===== src/rtl/derm_bit_packer.sv =====
// derm_bit_packer: packs variable-length LSB-first segments into dense
// DATA_WIDTH-bit words, flushing a final partial word on last.
module derm_bit_packer #(
  parameter int DATA_WIDTH = 32,
  parameter int LEN_WIDTH  = 6
) (
  input  logic                  clk,
  input  logic                  rst_n,
  input  logic                  in_valid,
  output logic                  in_ready,
  input  logic [DATA_WIDTH-1:0] in_data,
  input  logic [LEN_WIDTH-1:0]  in_len,
  input  logic                  in_last,
  output logic                  out_valid,
  input  logic                  out_ready,
  output logic [DATA_WIDTH-1:0] out_data,
  output logic [LEN_WIDTH-1:0]  out_len,
  output logic                  out_last
);

  localparam int W  = DATA_WIDTH;
  localparam int CW = LEN_WIDTH + 1;
  localparam logic [CW-1:0]        C_W = CW'(W);
  localparam logic [LEN_WIDTH-1:0] L_W = LEN_WIDTH'(W);

  logic [2*W-1:0]       r_buf;
  logic [CW-1:0]        r_cnt;
  logic                 r_last_pend;

  logic [LEN_WIDTH-1:0] w_len;
  logic [W-1:0]         w_mask;
  logic [W-1:0]         w_seg;
  logic                 w_full;
  logic                 w_pop;
  logic                 w_acc;
  logic [2*W-1:0]       w_buf_p;
  logic [2*W-1:0]       w_buf_n;
  logic [CW-1:0]        w_cnt_p;
  logic [CW-1:0]        w_cnt_n;
  logic                 w_lp_p;
  logic                 w_lp_n;

  assign w_len = (in_len > L_W) ? L_W : in_len;

  always_comb begin
    w_mask = '0;
    for (int i = 0; i < W; i++)
      w_mask[i] = (w_len > LEN_WIDTH'(i));
  end

  assign w_seg     = in_data & w_mask;
  assign w_full    = (r_cnt >= C_W);
  assign out_valid = w_full || r_last_pend;
  assign out_len   = w_full ? L_W : r_cnt[LEN_WIDTH-1:0];
  assign out_data  = r_buf[W-1:0];
  assign out_last  = r_last_pend && (r_cnt <= C_W);
  assign w_pop     = out_valid && out_ready;

  // out_ready feeds in_ready directly so a full word can drain
  // in the same cycle a new segment lands
  assign in_ready = rst_n && !r_last_pend
                 && (!w_full || out_ready);
  assign w_acc    = in_valid && in_ready;

  always_comb begin
    w_buf_p = r_buf;
    w_cnt_p = r_cnt;
    w_lp_p  = r_last_pend;
    if (w_pop && out_last) begin
      w_buf_p = '0;
      w_cnt_p = '0;
      w_lp_p  = 1'b0;
    end else if (w_pop) begin
      w_buf_p = r_buf >> W;
      w_cnt_p = r_cnt - C_W;
    end
    w_buf_n = w_buf_p;
    w_cnt_n = w_cnt_p;
    w_lp_n  = w_lp_p;
    if (w_acc) begin
      w_buf_n = w_buf_p
              | ({{W{1'b0}}, w_seg} << w_cnt_p);
      w_cnt_n = w_cnt_p + CW'(w_len);
      w_lp_n  = w_lp_p | in_last;
    end
  end

  always_ff @(posedge clk) begin
    if (!rst_n) begin
      r_buf       <= '0;
      r_cnt       <= '0;
      r_last_pend <= 1'b0;
    end else begin
      r_buf       <= w_buf_n;
      r_cnt       <= w_cnt_n;
      r_last_pend <= w_lp_n;
    end
  end

endmodule


===== config.mk =====
export PLATFORM = sky130hd
export DESIGN_NAME = derm_bit_packer
export DESIGN_NICKNAME = d
export VERILOG_FILES = /design/src/rtl/derm_bit_packer.sv
export SDC_FILE = /design/constraint.sdc
export NUM_CORES = 1
export LEC_CHECK = 0
export BUFFER_PORTS_ARGS = -buffer_cell sky130_fd_sc_hd__buf_2
export CELL_PAD_IN_SITES_DETAIL_PLACEMENT = 1
export CELL_PAD_IN_SITES_GLOBAL_PLACEMENT = 2
export CORE_MARGIN = 1.5
export CORE_UTILIZATION = 31
export DETAILED_ROUTE_END_ITERATION = 7
export PLACE_DENSITY = 0.74
export SLEW_MARGIN = 20
export SYNTH_ARGS = -nofsm -noshare
export SYNTH_HDL_FRONTEND = slang
export SYNTH_SLANG_ARGS = --single-unit

===== constraint.sdc =====
create_clock -name clk -period 3 [get_ports clk]
set_clock_uncertainty 0.05 [all_clocks]
set_input_delay 0.3 -clock clk [delete_from_list [all_inputs] [get_ports clk]]
set_output_delay 0.3 -clock clk [all_outputs]
set_load 0.01 [all_outputs]

==> results of run 1 <==
==> layer usage <==
| layer | up-vias | share of wire [%] | track usage (%) |
|---|---|---|---|
| li1 | 3584 | - | - |
| met1 | 3836 | 46 | 37.6 |
| met2 | 278 | 47 | 44.4 |
| met3 | 31 | 6.3 | 3.42 |
| met4 | 0 | 1.7 | 6.81 |
| met5 | - | 0 | 0 |
==> layout make-up <==
| class | instances | area [um2] |
|---|---|---|
| Fill cell | 2641 | 12900 |
| Tap cell | 275 | 344 |
| Sequential cell | 72 | 1440 |
| Inverter | 21 | 83.8 |
| Timing Repair Buffer | 193 | 1350 |
| Clock buffer | 10 | 239 |
| Clock inverter | 6 | 115 |
| Multi-Input combinational cell | 698 | 4720 |
==> flip-flops by register name, indices dropped and copies added, names as in the netlist <==
signal and flops:
r_buf 64, r_cnt 7, r_last_pend 1
==> synth_stat cells, drive strengths merged, types with 8 or more instances <==
master | n | area share (%)
a211oi | 10 | 1.2
a21o | 11 | 1.2
a21oi | 71 | 5.4
a222oi | 8 | 1.2
a22oi | 8 | 0.89
a31oi | 8 | 0.74
and2 | 9 | 0.83
buf | 72 | 6.6
clkbuf | 39 | 2.2
dfxtp | 72 | 21
inv | 21 | 1.2
mux2 | 20 | 3.4
mux2i | 64 | 9.5
nand2 | 97 | 5.5
nand3 | 36 | 2.7
nor2 | 56 | 3.2
nor2b | 9 | 0.83
nor3 | 29 | 2.2
o211ai | 21 | 2.3
o21ai | 63 | 4.7
o221ai | 10 | 1.3
o22a | 8 | 1.0
o22ai | 27 | 2.6
==> power groups by stage <==
stage	logic, mW	clock network, mW	registers (mW)
CTS	2.35	1.33	1.17
global placement	2.31	0	1.19
global route	2.58	1.38	1.19
finish	2.41	1.31	1.18
floorplan	1.44	0	1.16
detailed placement	2.33	0	1.19
==> path summary, 6_finish.rpt <==
path | end | slack [ns]
worst max-delay path | r_buf[49] | 0.08
worst min-delay path | r_buf[53] | 0.27
worst max register to register | r_buf[49] | 0.08
worst min register to register | r_buf[45] | 0.42
==> what timing repair did <==
action / in CTS / in global routing
setup endpoints to repair: 7 / 51
resized for setup: 3 / 21
cloned: 0 / 1
setup buffers: 0 / 1
==> per-stage QoR <==
stage	total power, mW	setup slack, ns	TNS [ns]	area (um2)
6_report	4.90	0.0765	0	8300
3_3_place_gp	3.51	-0.0538	-0.0538	7830
4_1_cts	4.86	0.0100	0	8210
3_5_place_dp	3.53	-0.0814	-0.252	7830
2_1_floorplan	2.60	0.0336	0	6760
5_1_grt	5.15	-0.0464	-0.149	8300
==> kinds of logic after synthesis <==
logic type               count (synthesis)  share of synthesized area (%)
flip-flops                              72                           21.4
AO/OA/AOI/OAI                          325                           33.5
AND/OR/NAND/NOR                        274                           19.4
multiplexers                            86                           13.6
XOR/XNOR                                 4                          0.519
adder cells (fa/ha/maj)                  8                           1.59
buffers and inverters                  132                           9.96
==> worst register-to-register path, stage by stage (launching register included) <==
cell and delay, ns:
sky130_fd_sc_hd__dfxtp_1 0.31, sky130_fd_sc_hd__inv_1 0.09, sky130_fd_sc_hd__ha_2 0.22, sky130_fd_sc_hd__nand3_4 0.18, sky130_fd_sc_hd__buf_8 0.23, sky130_fd_sc_hd__a221o_1 0.40, sky130_fd_sc_hd__a21oi_4 0.23, sky130_fd_sc_hd__mux2i_1 0.10
sky130_fd_sc_hd__mux2_2 0.32, sky130_fd_sc_hd__o22a_1 0.25, sky130_fd_sc_hd__o221a_1 0.28, sky130_fd_sc_hd__nor3_1 0.19
==> parameters.txt, run 1 <==
Parameter                              Value

Setup path
  Arrival time worst endpoint ... 3.14 ns
  Reg-to-reg startpoint ... r_cnt[5]
  Family with the most delay on the worst path ... compound AO/OA/AOI/OAI gates
  Critical path, cell by cell ... inv_1, ha_2, nand3_4, buf_8, a221o_1, a21oi_4, mux2i_1, mux2_2, o22a_1, o221a_1, nor3_1
  Delay of the slowest critical-path stage ... 0.39 ns
  Setup crit end kind ... flop
  Sum of buffers and inverters on the critical path ... 2
  Kind of start point of the critical path ... flop
  Path type of the worst setup path ... reg2reg
  Maximum net fanout on the critical path ... 18
  Instance count on the critical path ... 11
  Critical path required time ... 3.22 ns
  Source of the critical timing path ... r_cnt[5]
  Worst-path cell with the longest stage delay ... sky130_fd_sc_hd__a221o_1
  Worst-case reg-to-reg path depth ... 11

Yosys
  FF+latch count, synth ... 72
  Average cell area after synthesis ... 7.49 um2
  Async S/R FF share, synth ... 0%
  Number of nets in the synthesized netlist ... 952
  Synthesized cell area ... 6750 um2
  Yosys warnings ... 0
  Dominant synthesized flop cell ... sky130_fd_sc_hd__dfxtp_1
  Share of the yosys chip area belonging to registers ... 21.4%
  Distinct cells, synth ... 92
  Post-synth EDFFs ... 0
  Post-Synthesis Cells ... 901

Floorplan
  Total die area ... 22700 um2
  Core Rows ... 53
  # IOs ... 84
  Area of the core ... 21200 um2
  Die Wd ... 151 um
  Effective utilization at floorplan ... 31.9%
  Die Y ... 151 um

Drt
  Detailed-route wire length per cell ... 24.0 um
  Remaining design rule violation count ... 0
  Mean number of vias per cell ... 6.06
  Via count ... 7729
  Aggregate routed wire length ... 30600 um
  Iter 0 DRT Violations ... 721
  Number of detailed-routing iterations run before antenna repair ... 5
  Remaining antenna violation count ... 0

STA
  Hold Worst Slack ... 0.267 ns
  Post-route minimum period ... 2.92 ns
  Count of final max-slew check failures ... 0
  Share of the cycle needed by the critical path after routing ... 97.4%
  Total of endpoints with negative setup slack in the final report ... 0
  Count of final hold-check violations ... 0
  Achievable frequency ... 342 MHz
  Setup repair after global routing missed its margin ... true
  Max-slew headroom ... 46.1%
  Slew @ Worst Pin ... 0.806 ns

Job
  Number of max-cap violations ... 0

Min path
  Min-Delay Path Depth ... 3
  Worst Min Path Start ... rst_n
  Class of the tightest hold or removal check ... in2reg

Run status
  Status ... complete, no violations

GRT
  Maximum number of pins on one net before global-route repair ... 38
  Leftover overflow at the end of global routing ... 0
  GRT Util Overall ... 27.2%
  Antenna violations before repair ... 0
  Via count of the first global-routing pass ... 7573
  First-pass GRT wire length ... 46500 um

Clocking
  Number of hold buffers added after cts ... 0
  Clock buffer depth ... 2
  CTS buffer count ... 9
  Clk sink count ... 72
  Clock-pin slew of the registers on the worst-case setup and hold paths ... 0.07 ns
  Buffer type at the clock tree root ... sky130_fd_sc_hd__clkbuf_16
  Maximum level of the CTS H-tree ... 3
  TritonCTS clock tree ... done
  Clock latency at the later pin of the worst-skew pair ... 0.35 ns

Placement
  Count of input and output buffers ... 83
  Dpl hpwl ... 23100 um
  Final weighted congestion in routability-driven placement ... 0.932
  Cell count after placement ... 1257

Power and ir drop
  Total power per unit cell area ... 591 nW/um2
  P_leak ... 3.40 nW
  Clock network power share ... 26.8%
  Switching component of the power ... 2.03 mW
  Internal power consumption ... 2.88 mW
  Fraction of power consumed by sequential logic ... 24.1%
  Switching part of the total power ... 41.3%
  Logic pwr share ... 49.2%
  Worst IR drop on VDD ... 0.236 mV

Layout
  Share of post-route cells with drive strength above 1 ... 26.9%
  Highest-count cells in the layout ignoring fill and taps ... sky130_fd_sc_hd__buf_4, sky130_fd_sc_hd__nand2_1, sky130_fd_sc_hd__buf_2
  Net count, final ... 1046
  Share of the core filled with cells in the final layout ... 39.2%
  Final instance count without filler cells ... 1275
  Area Growth Syn to Fin ... 22.9%
  Most frequent standard cell in the layout excluding fill and tap cells ... sky130_fd_sc_hd__buf_4
  Antenna cells ... 0
No activity file was read; power rests on OpenSTA's default activity.
==> inputs of run 2 (changes only) <==
- CORE_MARGIN: 1.5 -> 4
- PLACE_DENSITY: 0.74 -> default
- PLACE_DENSITY_LB_ADDON: default -> 0.1
- TNS_END_PERCENT: default -> 20
==> parameters.txt, run 2 (synthesized netlist as in run 1, its figures left out) <==
Parameter                              Value

Clocking
  Clock-pin slew of the registers on the worst-case setup and hold paths ... 0.08 ns
  Maximum level of the CTS H-tree ... 3
  Number of hold buffers added after cts ... 0
  Post-CTS setup-driven buffer insertion count ... 0
  Buffer type at the clock tree root ... sky130_fd_sc_hd__clkbuf_16
  TritonCTS clock tree ... done
  Clk sink count ... 72
  Clock buffer depth ... 2
  CTS buffer count ... 9
  Clock latency at the later pin of the worst-skew pair ... 0.35 ns

Power and ir drop
  Power consumption ... 4.76 mW
  Worst IR drop on VDD ... 0.223 mV
  P_leak ... 3.50 nW
  Total power per unit cell area ... 559 nW/um2

STA
  Slew @ Worst Pin ... 0.603 ns
  Achievable frequency ... 347 MHz
  Count of final max-slew check failures ... 0
  Share of the cycle needed by the critical path after routing ... 95.9%
  Setup ws final ... 0.122 ns
  Hold Worst Slack ... 0.264 ns
  Count of final hold-check violations ... 0
  Max-slew headroom ... 59.6%
  Total of endpoints with negative setup slack in the final report ... 0
  Post-route minimum period ... 2.88 ns
  Setup repair after global routing missed its margin ... true
  Sum of negative setup slack ... 0 ns

Layout
  Number of flip-flops in the largest register ... 64
  Most frequent standard cell in the layout excluding fill and tap cells ... sky130_fd_sc_hd__buf_4
  Most flop-heavy register ... r_buf
  Final standard cell area without fillers ... 8510 um2
  Area Growth Syn to Fin ... 26.1%
  Net count, final ... 1068
  Share of post-route cells with drive strength above 1 ... 30.2%
  Share of the core filled with cells in the final layout ... 40.1%
  Largest regs ... r_buf x64, r_cnt x7, r_last_pend x1
  Highest-count cells in the layout ignoring fill and taps ... sky130_fd_sc_hd__buf_4, sky130_fd_sc_hd__nand2_1, sky130_fd_sc_hd__buf_2
  Antenna cells ... 0
  Final instance count without filler cells ... 1297

Floorplan
  Area of the core ... 21200 um2
  Die Wd ... 156 um
  Total die area ... 24200 um2
  Die Y ... 156 um
  Core Rows ... 53
  # IOs ... 84
  Effective utilization at floorplan ... 31.8%

Min path
  Worst Min Path Start ... rst_n
  Hold path endpoint ... r_buf[62]
  Class of the tightest hold or removal check ... in2reg
  Min-Delay Path Depth ... 3

GRT
  Leftover overflow at the end of global routing ... 0
  GRT Util Overall ... 27.0%
  First-pass GRT wire length ... 50800 um
  Via count of the first global-routing pass ... 8178
  Maximum number of pins on one net before global-route repair ... 39
  Antenna violations before repair ... 0

Setup path
  Setup crit end kind ... flop
  Critical path, cell by cell ... buf_4, nor4_2, buf_4, nand2_1, a31oi_1, buf_4, inv_2, nand2_1, nor2_1, buf_4, a222oi_1, o221a_1, nor3_2
  Delay of the slowest critical-path stage ... 0.36 ns
  Arrival time worst endpoint ... 3.05 ns
  Destination of the worst register-to-register timing path ... r_buf[49]
  Worst-path cell with the longest stage delay ... sky130_fd_sc_hd__nor4_2
  Internal reg-to-reg setup slack ... 0.12 ns
  Worst-case reg-to-reg path depth ... 13
  Path type of the worst setup path ... reg2reg
  Reg-to-reg startpoint ... r_cnt[6]
  Library cell appearing most often on the critical path ... sky130_fd_sc_hd__buf_4
  Kind of start point of the critical path ... flop
  Maximum net fanout on the critical path ... 9
  Critical path required time ... 3.17 ns

Placement
  Placed inst area ... 8030 um2
  Setup WS pre-CTS ... -0.224 ns
  Cell count after placement ... 1280
  Count of input and output buffers ... 83
  Dpl hpwl ... 26000 um
  Final weighted congestion in routability-driven placement ... 0.927

Drt
  Remaining antenna violation count ... 0
  Remaining design rule violation count ... 0
  Number of detailed-routing iterations run before antenna repair ... 5
  Mean number of vias per cell ... 6.04
  Via count ... 7838
  Iter 0 DRT Violations ... 526
  Aggregate routed wire length ... 33200 um
  Detailed-route wire length per cell ... 25.6 um

Run status
  Status ... complete, no violations

Job
  Number of max-cap violations ... 0
==> run 2: changes by cell type in the layout (fill, tap and decap cells not counted), moves of 3 or more <==
cell / previous run / this run
sky130_fd_sc_hd__buf_4: 101 / 120
sky130_fd_sc_hd__bufinv_16: 3 / 0
sky130_fd_sc_hd__mux2i_1: 63 / 58
sky130_fd_sc_hd__mux2i_2: 1 / 5
sky130_fd_sc_hd__nor3_1: 27 / 24
==> run 2: worst max-delay path by stage <==
stage / startpoint / end
2_1_floorplan: r_cnt[5] / r_cnt[5]
3_3_place_gp: r_cnt[5] / r_buf[31]
3_5_place_dp: r_cnt[5] / r_buf[16]
4_1_cts: r_cnt[5] / r_buf[33]
5_1_grt: r_cnt[5] / r_cnt[6]
6_report: r_cnt[6] / r_buf[49]
==> run 2: metal layers <==
layer	vias up	part of all wire, %	routed length (um)	global-route usage (%)
met5	-	0	0	0
met4	0	1.8	614	6.46
met3	44	5.4	1790	3.91
met2	240	46	15400	44.3
met1	3928	46	15400	37.4
li1	3626	-	-	-
==> run 2: repair_timing <==
item	CTS	global route
setup endpoints to repair	43	39
resized for setup	16	25
gates cloned	0	1
==> run 2: where the power goes <==
group          leakage (nW)  switching (mW)  internal, mW
combinational          2.78            1.53         0.963
sequential            0.584          0.0770          1.09
clock                 0.135           0.519         0.578
==> run 2: critical path, delay by kind of cell, from the launching register on <==
kind | cells | cell delay [ns]
DFF | 1 | 0.32
AOI/OAI and AO/OA | 3 | 0.74
buffers and inverters | 5 | 0.84
and+or+nand+nor | 5 | 0.80
==> run 2: cell type report <==
type,instances,area [um2]
tap,275,344
inverter,21,81.3
timing repair buffer,216,1560
fill,2637,12700
multi-input combinational,697,4790
clock inverter,7,61.3
sequential,72,1440
clock buffer,9,225
